$ cat src/rtl/hazard_pkg.sv
// Shared constants for the pipeline hazard/stall controller: FSM state encodings,
// register specifier width and the NOP instruction encoding.
package hazard_pkg;

    localparam int unsigned REG_W = 4;

    localparam logic [1:0] StRun     = 2'd0;
    localparam logic [1:0] StFlush   = 2'd1;
    localparam logic [1:0] StMemWait = 2'd2;

    localparam logic [15:0] NopInstr = 16'h0000;

endpackage

$ cat src/rtl/hazard_sat_counter.sv
// Saturating event counter with synchronous active-high clear.
module hazard_sat_counter #(
    parameter int unsigned CNT_W = 16
) (
    input  logic             clk,
    input  logic             rst,
    input  logic             inc,
    output logic [CNT_W-1:0] count
);

    logic [CNT_W-1:0] count_q, count_d;

    always_comb begin
        count_d = count_q;
        if (inc && (count_q != {CNT_W{1'b1}})) begin
            count_d = count_q + 1'b1;
        end
    end

    always_ff @(posedge clk) begin
        if (rst) begin
            count_q <= '0;
        end else begin
            count_q <= count_d;
        end
    end

    assign count = count_q;

endmodule

$ cat src/rtl/hazard_stall_unit.sv
// Stall/flush controller for the 5-stage pipeline: load-use stalls, memory-wait freezes
// and post-branch IF/ID squashing. Perf counters exist only with HAZARD_PERF_CNT_EN.
module hazard_stall_unit
    import hazard_pkg::*;
#(
    parameter int unsigned REG_W        = hazard_pkg::REG_W,
    parameter int unsigned FLUSH_CYCLES = 1
`ifdef HAZARD_PERF_CNT_EN
    ,
    parameter int unsigned CNT_W        = 16
`endif
) (
    input  logic             clk,
    input  logic             rst,
    input  logic [REG_W-1:0] if_id_rs,
    input  logic [REG_W-1:0] if_id_rt,
    input  logic             if_id_rs_used,
    input  logic             if_id_rt_used,
    input  logic             id_ex_memread,
    input  logic [REG_W-1:0] id_ex_rd,
    input  logic             branch_taken,
    input  logic             imem_busy,
    input  logic             dmem_busy,
    output logic             pc_write_en,
    output logic             if_id_write_en,
    output logic             if_id_flush,
    output logic             id_ex_write_en,
    output logic             id_ex_bubble,
    output logic             ex_mem_write_en,
    output logic             mem_wb_bubble,
    output logic [1:0]       state
`ifdef HAZARD_PERF_CNT_EN
    ,
    output logic [CNT_W-1:0] stall_cnt,
    output logic [CNT_W-1:0] flush_cnt
`endif
);

    // Counter holds the remaining FLUSH cycles; non-zero also marks a flush pending
    // across a memory wait, since it is zero whenever the FSM is in RUN.
    localparam int unsigned FlushCntW = (FLUSH_CYCLES > 1) ? $clog2(FLUSH_CYCLES) : 1;

    logic [1:0]           state_q, state_d;
    logic [FlushCntW-1:0] fcnt_q, fcnt_d;
    logic                 load_use;

    assign load_use = id_ex_memread && (id_ex_rd != '0) &&
                      ((if_id_rs_used && (if_id_rs == id_ex_rd)) ||
                       (if_id_rt_used && (if_id_rt == id_ex_rd)));

    always_comb begin
        pc_write_en     = 1'b1;
        if_id_write_en  = 1'b1;
        if_id_flush     = 1'b0;
        id_ex_write_en  = 1'b1;
        id_ex_bubble    = 1'b0;
        ex_mem_write_en = 1'b1;
        mem_wb_bubble   = 1'b0;
        state_d         = state_q;
        fcnt_d          = fcnt_q;

        if (rst) begin
            pc_write_en     = 1'b0;
            if_id_write_en  = 1'b0;
            if_id_flush     = 1'b1;
            id_ex_write_en  = 1'b0;
            id_ex_bubble    = 1'b1;
            ex_mem_write_en = 1'b0;
            mem_wb_bubble   = 1'b1;
            state_d         = StRun;
            fcnt_d          = '0;
        end else if (dmem_busy) begin
            pc_write_en     = 1'b0;
            if_id_write_en  = 1'b0;
            id_ex_write_en  = 1'b0;
            ex_mem_write_en = 1'b0;
            mem_wb_bubble   = 1'b1;
            state_d         = StMemWait;
        end else if (state_q == StMemWait) begin
            state_d = (fcnt_q != '0) ? StFlush : StRun;
        end else if (load_use) begin
            // Branch in ID is held too and re-resolves once the load has moved on.
            pc_write_en    = 1'b0;
            if_id_write_en = 1'b0;
            id_ex_write_en = 1'b0;
            id_ex_bubble   = 1'b1;
        end else if (branch_taken) begin
            if_id_write_en = 1'b0;
            if_id_flush    = 1'b1;
            if (FLUSH_CYCLES > 1) begin
                state_d = StFlush;
                fcnt_d  = FlushCntW'(FLUSH_CYCLES - 1);
            end else begin
                state_d = StRun;
                fcnt_d  = '0;
            end
        end else if (state_q == StFlush) begin
            if_id_write_en = 1'b0;
            if_id_flush    = 1'b1;
            if (fcnt_q <= FlushCntW'(1)) begin
                state_d = StRun;
                fcnt_d  = '0;
            end else begin
                fcnt_d = fcnt_q - 1'b1;
            end
        end else if (imem_busy) begin
            pc_write_en    = 1'b0;
            if_id_write_en = 1'b0;
            if_id_flush    = 1'b1;
        end
    end

    always_ff @(posedge clk) begin
        if (rst) begin
            state_q <= StRun;
            fcnt_q  <= '0;
        end else begin
            state_q <= state_d;
            fcnt_q  <= fcnt_d;
        end
    end

    assign state = state_q;

`ifdef HAZARD_PERF_CNT_EN
    hazard_sat_counter #(
        .CNT_W (CNT_W)
    ) u_stall_cnt (
        .clk   (clk),
        .rst   (rst),
        .inc   (!pc_write_en),
        .count (stall_cnt)
    );

    hazard_sat_counter #(
        .CNT_W (CNT_W)
    ) u_flush_cnt (
        .clk   (clk),
        .rst   (rst),
        .inc   (if_id_flush),
        .count (flush_cnt)
    );
`endif

endmodule

$ cat config.mk
export PLATFORM = sky130hd
export DESIGN_NAME = hazard_stall_unit
export DESIGN_NICKNAME = d
export VERILOG_FILES = /design/src/rtl/hazard_pkg.sv /design/src/rtl/hazard_sat_counter.sv /design/src/rtl/hazard_stall_unit.sv
export SDC_FILE = /design/constraint.sdc
export NUM_CORES = 1
export LEC_CHECK = 0
export BUFFER_PORTS_ARGS = -buffer_cell sky130_fd_sc_hd__buf_2
export CORE_AREA = 2 2 39 41
export CTS_BUF_LIST = sky130_fd_sc_hd__clkbuf_4
export CTS_CLUSTER_SIZE = 16
export DETAILED_ROUTE_END_ITERATION = 10
export DIE_AREA = 0 0 41 43
export MAX_ROUTING_LAYER = met4
export PLACE_DENSITY = 0.49
export SETUP_SLACK_MARGIN = 0.02
export SLEW_MARGIN = 20
export SYNTH_ARGS = -nofsm -noshare
export SYNTH_HDL_FRONTEND = slang
export SYNTH_HIERARCHICAL = 1
export SYNTH_SLANG_ARGS = --single-unit
$ cat constraint.sdc
create_clock -name clk -period 1.8 [get_ports clk]
set_clock_uncertainty 0.15 [all_clocks]
set_input_delay 0.36 -clock clk [delete_from_list [all_inputs] [get_ports clk]]
set_output_delay 0.36 -clock clk [all_outputs]
set_load 0.1 [all_outputs]
==> reports/results.ini, run 1 <==
[outcome]
outcome=complete, but fails checks
violations=setup timing

[synth]
yosys_warnings=6
syn_area_per_cell_sq_um=7.65
ys_seq_elements=1
synth.distinct_cells=25
syn-cell-area_sq_um=260
seq_area_frac_synth=0.0769
synth_fp_nets=54
syn_inst=34

[job]
max_cap_violations=0

[place]
dp_hpwl_um=695
place_congestion=0.651
portBuffers=27

[grt]
gr-total-overflow=0
grt_max_degree=8
grt_pass1_wl_mm=1.37
grt_pass1_vias=361
antenna_found_initial=0
grtUsageTotal=0.108

[detailed_routing]
remaining_drc_errors=0
vias_per_cell=4.43
vias=381
routed_wl_um=843
wire_per_inst_um=9.80
first_pass_iters=4
drt-initial-drc-count=5
ant_nets=0

[cts]
clk_pin_slew_worst_paths_ns=0

[critical_path]
worstPathMaxFanout=5
end_kind=primary output
critPathLaunchType=input port
crit_arrival_ns=1.68
worst_ep_required_time_ns=1.29
crit_type=in2out

[sta]
report.final.setup_viol=5
final_max_slew_viol_count=0
hold_viol_final=0
rsz0062_at_grt=true
max_clock_freq_ghz=0.457
fin_ws_ns=-0.388
final.min_clock_period_ns=2.19
fin_crit_sh=1.22

[floorplan]
die_h_um=43
die_area_sq_um=1760
core_area_sq_um=1380
row_count=14
io_pins=29
die_w_um=41
start_util=0.188

[layout]
post-route-util=0.493
drive_above_1_share=0.729
areaGrowthSynthToFinish_pct=162
largest_reg_flops=1
final_nets=92
antenna_cells=0

[pwr]
power_leakage_nw=0.319
powerDensity_nw_per_um2=394
vdd_ir_drop_max_v=0.000115
p_total_w=0.000269

[worst_hold_path]
hp-class=in2reg

==> path summary, 6_finish.rpt <==
| check | start | to | slack [ns] | cells past startpoint |
|---|---|---|---|---|
| worst max-delay path | id_ex_rd[3] | if_id_flush | -0.39 | 7 |
| worst min-delay path | rst | state[1]$_SDFFE_PP0P_ | 0.50 | 3 |
==> cells by family (layout without fill, tap and decap cells) <==
group / after synthesis / in the layout / share of synthesized area
flip-flops: 1 / 1 / 0.0769
XOR/XNOR: 5 / 5 / 0.168
buffers and inverters: 6 / 42 / 0.101
AND/OR/NAND/NOR: 10 / 10 / 0.255
AO/OA/AOI/OAI: 11 / 11 / 0.385
other: 1 / 1 / 0.0144
==> timing repair <==
action / CTS / global route
pin swaps: 7 / 2
hold buffers: 0 / 0
gates cloned: 0 / 0
resized for setup: 5 / 2
buffers inserted: 1 / 0
setup endpoints to repair: 5 / 5
==> routing by layer <==
metal | track usage | up-vias | routed length [um]
met4 | 0 | 0 | 0
li1 | - | 193 | -
met3 | 0 | 0 | 82
met5 | - | - | 0
met1 | 0.143 | 165 | 314
met2 | 0.188 | 23 | 446
==> power by group <==
| group | leakage [nW] | internal (W) | switching, W |
|---|---|---|---|
| clock | 0 | 0 | 0 |
| sequential | 0.00860 | 0.0000241 | 0.00000324 |
| combinational | 0.310 | 0.0000988 | 0.000142 |
==> layout by cell type, fill, tap and decap left out, types with 2 or more instances in the layout <==
| cell type | count |
|---|---|
| xor2_1 | 4 |
| nor3_1 | 2 |
| buf_4 | 9 |
| inv_1 | 4 |
| buf_2 | 18 |
| buf_12 | 7 |
| buf_6 | 2 |
| nor2_1 | 2 |
==> layout make-up <==
class	instances	area, sq um
tap	16	20.0
timing repair buffer	37	335
sequential	1	21.3
inverter	5	22.5
fill	130	702
multi-input combinational	27	283
==> worst max-delay path, cell delays in order <==
cell and delay [ns]:
buf_6 0.09, o41a_1 0.44, nand3_2 0.10, nor4_4 0.05, a31oi_4 0.26, a21o_2 0.20, buf_12 0.17
==> synthesized netlist by cell type <==
| cell | count | share of area |
|---|---|---|
| o21a_1 | 1 | 0.029 |
| nor2b_1 | 1 | 0.024 |
| nor4_2 | 1 | 0.048 |
| o21ai_0 | 1 | 0.019 |
| or2_2 | 1 | 0.024 |
| nor3_2 | 1 | 0.038 |
| a22o_1 | 1 | 0.034 |
| nor2_1 | 2 | 0.029 |
| o41a_1 | 1 | 0.043 |
| nand3_2 | 1 | 0.038 |
| nor3_1 | 2 | 0.038 |
| a22o_2 | 1 | 0.038 |
| a21oi_1 | 1 | 0.019 |
| o31ai_1 | 1 | 0.029 |
| o211a_1 | 1 | 0.038 |
| xor2_1 | 4 | 0.13 |
| xnor2_1 | 1 | 0.034 |
| a31oi_4 | 1 | 0.082 |
| o22ai_1 | 1 | 0.024 |
| a21o_1 | 1 | 0.029 |
| buf_4 | 1 | 0.029 |
| dfxtp_1 | 1 | 0.077 |
| conb_1 | 1 | 0.014 |
| inv_1 | 5 | 0.072 |
| nand2_1 | 1 | 0.014 |
==> per-stage QoR <==
stage               setup TNS (ns)  instance area (sq um)  hold WS [ns]  setup slack [ns]  cells
finish                       -1.87                    682         0.497            -0.388     86
global route                 -2.18                    682         0.505            -0.446     86
CTS                          -1.87                    667         0.494            -0.401     86
detailed placement           -1.95                    628         0.496            -0.433     85
global placement             -1.94                    628         0.483            -0.427     85
floorplan                    -2.31                    308         0.274            -0.538     34
(Power assumes the default switching activity.)
==> run 2, diff against run 1 <==
--- a/config.mk
+++ b/config.mk
@@ -5,14 +5,15 @@
 export SDC_FILE = /design/constraint.sdc
 export NUM_CORES = 1
 export LEC_CHECK = 0
-export BUFFER_PORTS_ARGS = -buffer_cell sky130_fd_sc_hd__buf_2
+export ABC_AREA = 1
+export BUFFER_PORTS_ARGS = -buffer_cell sky130_fd_sc_hd__clkbuf_2
 export CORE_AREA = 2 2 39 41
 export CTS_BUF_LIST = sky130_fd_sc_hd__clkbuf_4
 export CTS_CLUSTER_SIZE = 16
 export DETAILED_ROUTE_END_ITERATION = 10
 export DIE_AREA = 0 0 41 43
 export MAX_ROUTING_LAYER = met4
-export PLACE_DENSITY = 0.49
+export PLACE_DENSITY = 0.51
 export SETUP_SLACK_MARGIN = 0.02
 export SLEW_MARGIN = 20
 export SYNTH_ARGS = -nofsm -noshare
==> run 2 against run 1 <==
Against the previous run: worst hold slack lost 0.063 ns; first-iteration DRC count shrank 20%; critical endpoint is now id_ex_write_en; routed wire length grew 0.36%; final cell count increased by 20%; worst setup slack better by 0.33 ns; critical path depth rose by 3; maximum frequency grew 18%; largest power group unchanged; via count rose by 12%; sequential share of layout area about the same; combinational power is 4% lower; the flow still finishes with violations (setup timing); highest routed layer unchanged.
==> reports/results.ini, run 2 <==
[job]
max_cap_violations=0

[detailed_routing]
vias=425
first_pass_iters=4
met3_length_um=112
routed_wl_um=846
wire_per_inst_um=8.21
wl_met1_um=346
highest_layer=met3
remaining_drc_errors=0
vias_per_cell=4.13
drt-initial-drc-count=4
wl_met2_um=387
ant_nets=0

[worst_hold_path]
hp-start=rst
hp-class=in2reg
whs_path_depth=2
min_to=state[1]$_SDFFE_PP0P_

[pwr]
swShare=0.559
power_leakage_nw=0.347
p_sw_w=0.000143
vdd_ir_drop_max_v=0.000206
p_total_w=0.000257
clockPowerShare=0
combPwrFrac=0.902
seqPwrFrac=0.098
powerDensity_nw_per_um2=381
p_int_w=0.000113

[synth]
synth_compound_gate_area_share=0.0268
yosys.area_share.simple=0.625
synth_top_family_by_area=simple AND/OR/NAND/NOR gates
syn_area_per_cell_sq_um=4.75
synth_xor_area_frac=0.0625
async_flop_share=0
synth_fp_nets=79
ys_seq_elements=1
ys.flop_type=dfxtp_1
synth_area_leaders=nand2_1 (23%), nor2_1 (17%), inv_1 (15%), dfxtp_1 (7.1%), xnor2_1 (6.3%)
yosys.cell_count.top_type=nand2_1
synth_edf_count=0
synthMuxAreaShare=0
seq_area_frac_synth=0.0714
yosys_warnings=6
synth_top_area_frac=0.228
synth_area_leader_cell=nand2_1
synth.distinct_cells=17
syn-cell-area_sq_um=280
synth_fa_ha_area_frac=0
synthTopCellsByCount=nand2_1 (17), nor2_1 (13), inv_1 (11), nand3_1 (3)
syn_inst=59

[critical_path]
critPathLaunchType=input port
worst_ep_required_time_ns=1.29
worstPathMaxFanout=4
crit_arrival_ns=1.34
crit_slowest_cell=buf_12
cp_cell_sequence=buf_8 -> nor2_4 -> nor2_2 -> nor2_1 -> nand3_1 -> nand2_2 -> nand3_2 -> nand2_4 -> clkinvlp_4 -> buf_12
cpPeakStageDelay_ns=0.17
crit_type=in2out
end_kind=primary output

[place]
place_inst=102
portBuffers=27
dp_hpwl_um=718
place_congestion=0.655

[layout]
final_nets=109
final_cell_mix=clkbuf_2 (13), nand2_1 (9), nor2_1 (9), inv_1 (8), nand2_2 (8)
areaGrowthSynthToFinish_pct=140
drive_above_1_share=0.598
antenna_cells=0
final_common_cell=clkbuf_2
largest_reg_flops=1
fin_cells=103

[grt]
gr-total-overflow=0
antenna_found_initial=0
grt_pass1_wl_mm=1.30
grtUsageTotal=0.0984
grt_max_degree=5
grt_pass1_vias=337

[floorplan]
core_area_sq_um=1380
die_h_um=43
row_count=14
die_area_sq_um=1760
start_util=0.203
die_w_um=41
io_pins=29

[cts]
clk_pin_slew_worst_paths_ns=0
cts_hold_buf=0

[sta]
report.final.setup_viol=3
fin_crit_sh=1.03
tightest_slew_ns=0.538
final.min_clock_period_ns=1.85
final_max_slew_viol_count=0
whs_ns=0.435
max_clock_freq_ghz=0.540
timing.setup.tns_ns=-0.105
rsz0062_at_grt=true
relSlewSlack=0.643
fin_ws_ns=-0.0529
hold_viol_final=0

[outcome]
violations=setup timing
outcome=complete, but fails checks

[run 2: cell types whose count changed after synthesis, moves of 2 or more]
cell	previous run	this run
nand2_1	1	17
nor2_1	2	13
inv_1	5	11
xor2_1	4	0
nand3_1	0	3
nand2_2	0	2
[run 2: critical path, delay by kind of cell]
family        cells  cell delay (ns)
buf+inv           3             0.39
simple gates      7             0.60
[run 2: per-layer routing]
metal / vias up / global-route usage
li1: 228 / -
met1: 175 / 0.127
met2: 22 / 0.169
met3: 0 / 0.0105
met4: 0 / 0
met5: - / -
[run 2: through the flow]
stage | utilization | area (sq um) | setup WS [ns]
after floorplan | - | 320 | -0.273
after global placement | 0.409 | 566 | -0.0833
after detailed placement | 0.409 | 566 | -0.0927
after CTS | 0.438 | 606 | -0.0857
after global routing | 0.486 | 673 | -0.138
final | 0.486 | 673 | -0.0529
[run 2: worst max path at each step]
stage / from / endpoint / depth (start not counted) / slack (ns)
finish: id_ex_rd[2] / id_ex_write_en / 10 / -0.05
floorplan: rst / if_id_write_en / 3 / -0.27
detailed placement: id_ex_rd[1] / id_ex_write_en / 11 / -0.09
global placement: id_ex_rd[3] / id_ex_write_en / 11 / -0.08
global route: id_ex_rd[2] / id_ex_write_en / 10 / -0.14
CTS: id_ex_rd[2] / id_ex_write_en / 10 / -0.09
[run 2: timing repair]
item                       in CTS  in global routing
buffers inserted                0                  1
pin swaps                       4                 21
gates resized for setup         5                 24
setup endpoints to repair       5                  5
[run 2: kinds of logic after synthesis]
group                  count (synthesis)
other                                  1
AO/OA/AOI/OAI                          1
buffers and inverters                 14
XOR/XNOR                               2
flip-flops                             1
AND/OR/NAND/NOR                       40
[run 2: layout make-up]
cell class	count	area, sq um
fill	132	711
timing repair buffer	29	305
multi-input combinational	44	269
inverter	13	57.6
sequential	1	21.3
tap	16	20.0
[run 2: power by group through the flow]
stage | registers, W | logic (W) | clock network [W]
6_report | 0.0000252 | 0.000231 | 0
3_3_place_gp | 0.0000253 | 0.000205 | 0
2_1_floorplan | 0.0000338 | 0.000125 | 0
4_1_cts | 0.0000253 | 0.000214 | 0
5_1_grt | 0.0000254 | 0.000246 | 0
3_5_place_dp | 0.0000252 | 0.000205 | 0
==> run 3, diff against run 2 <==
--- a/config.mk
+++ b/config.mk
@@ -8,12 +8,12 @@
 export ABC_AREA = 1
 export BUFFER_PORTS_ARGS = -buffer_cell sky130_fd_sc_hd__clkbuf_2
 export CORE_AREA = 2 2 39 41
-export CTS_BUF_LIST = sky130_fd_sc_hd__clkbuf_4
 export CTS_CLUSTER_SIZE = 16
 export DETAILED_ROUTE_END_ITERATION = 10
 export DIE_AREA = 0 0 41 43
 export MAX_ROUTING_LAYER = met4
 export PLACE_DENSITY = 0.51
+export REMOVE_ABC_BUFFERS = 1
 export SETUP_SLACK_MARGIN = 0.02
 export SLEW_MARGIN = 20
 export SYNTH_ARGS = -nofsm -noshare
==> run 3 against run 2 <==
Against the previous run: combinational power is 4% lower; worst setup slack improved by 0.051 ns; largest power group unchanged; the run still ends with setup timing left; first-iteration DRC count is 50% lower; via count is 5.9% lower; final area decreased by 4.6%; sequential share of layout area about the same; highest routed layer unchanged; sequential power about the same; die area is the same; sequential cell count unchanged; final cell count decreased by 0.97%; utilization is 2.3 points lower.
==> reports/results.ini, run 3 (synthesized netlist as in run 2, its figures left out) <==
[layout]
areaGrowthSynthToFinish_pct=129
fin_area_sq_um=642
fill_cells=147
drive_above_1_share=0.570
regArea_sq_um=20.0
post-route-util=0.464
largest_reg_flops=1
antenna_cells=0
final_common_cell=clkbuf_2
multi_input_area_sq_um=262
final_nets=108
final_cell_mix=clkbuf_2 (15), nand2_1 (10), nor2_1 (9), inv_1 (8)

[floorplan]
start_util=0.203
core_area_sq_um=1380
die_area_sq_um=1760
die_w_um=41
io_pins=29
die_h_um=43
row_count=14

[critical_path]
worst_ep_required_time_ns=1.29
end_kind=primary output
crit_type=in2out
cpPeakStageDelay_ns=0.18
critPathLaunchType=input port
crit_cells=11
worst-path-buf-inv=3
worstPathMaxFanout=3
cp-endpoint=if_id_write_en
crit_start=if_id_rt[2]
cp_top_family=simple AND/OR/NAND/NOR gates
cp_cell_sequence=buf_6 -> nand2_4 -> clkinv_2 -> nor2_1 -> nor2_1 -> nand3_1 -> nand2_2 -> nand3_2 -> nand2_4 -> nor2_4 -> buf_12
crit_slowest_cell=buf_12
crit_arrival_ns=1.29

[detailed_routing]
routed_wl_um=781
vias=400
drt-initial-drc-count=2
wire_per_inst_um=7.66
vias_per_cell=3.92
ant_nets=0
remaining_drc_errors=0
first_pass_iters=2

[sta]
fin_ws_ns=-0.00208
fin_crit_sh=1.00
tightest_slew_ns=0.542
max_clock_freq_ghz=0.555
final.min_clock_period_ns=1.80
final_max_slew_viol_count=0
timing.setup.tns_ns=-0.00208
hold_viol_final=0
rsz0062_at_grt=true
report.final.setup_viol=1
whs_ns=0.416
relSlewSlack=0.640

[place]
place_congestion=0.659
placed_area_sq_um=526
portBuffers=27
dp_hpwl_um=673

[job]
max_cap_violations=0

[outcome]
violations=setup timing
outcome=complete, but fails checks

[grt]
grt_max_degree=5
grt_pass1_vias=337
antenna_found_initial=0
grtUsageTotal=0.102
gr-total-overflow=0
grt_pass1_wl_mm=1.32

[pwr]
p_total_w=0.000247
powerDensity_nw_per_um2=384
power_leakage_nw=0.346
vdd_ir_drop_max_v=0.000195

[cts]
post_cts_buffers=0
cts_hold_buf=0
clk_pin_slew_worst_paths_ns=0

[worst_hold_path]
hp-class=in2reg

[run 3: changes by cell type in the layout (fill, tap and decap cells not counted), moves of 2 or more]
cell      change
clkbuf_8      +2
buf_8         -3
buf_6         -2
clkbuf_2      +2
[run 3: cell type report]
| class | instances | area share |
|---|---|---|
| well taps | 16 | 0.0312 |
| repair buffers | 28 | 0.448 |
| multi-input cells | 44 | 0.407 |
| flip-flops and latches | 1 | 0.0312 |
| inverters | 13 | 0.0819 |
[run 3: worst min path at each step]
| stage | cells past startpoint | to | start |
|---|---|---|---|
| floorplan | 1 | state[1]$_SDFFE_PP0P_ | rst |
| global placement | 2 | state[1]$_SDFFE_PP0P_ | rst |
| detailed placement | 2 | state[1]$_SDFFE_PP0P_ | rst |
| CTS | 2 | state[1]$_SDFFE_PP0P_ | rst |
| global route | 2 | state[1]$_SDFFE_PP0P_ | rst |
| finish | 2 | state[1]$_SDFFE_PP0P_ | rst |
[run 3: routing by layer]
layer | up-vias | part of all wire | global-route usage
li1 | 225 | - | -
met1 | 163 | 0.42 | 0.156
met2 | 12 | 0.51 | 0.159
met3 | 0 | 0.067 | 0
met4 | 0 | 0 | 0
met5 | - | 0 | -
[run 3: through the flow]
stage	cells	setup WS (ns)
after floorplan	58	-1.33
after detailed placement	102	-0.0856
after global routing	102	-0.0733
after CTS	102	-0.0162
after global placement	102	-0.0652
final	102	-0.00208
[run 3: timing repair]
action,CTS,global route
setup endpoints to repair,5,5
pin swaps,8,11
resized for setup,17,16
[run 3: power by group]
part	internal [W]	leakage, nW	switching [W]
sequential	0.0000239	0.00834	0.00000112
clock	0	0	0
combinational	0.0000828	0.338	0.000139
total	0.000107	0.346	0.000140
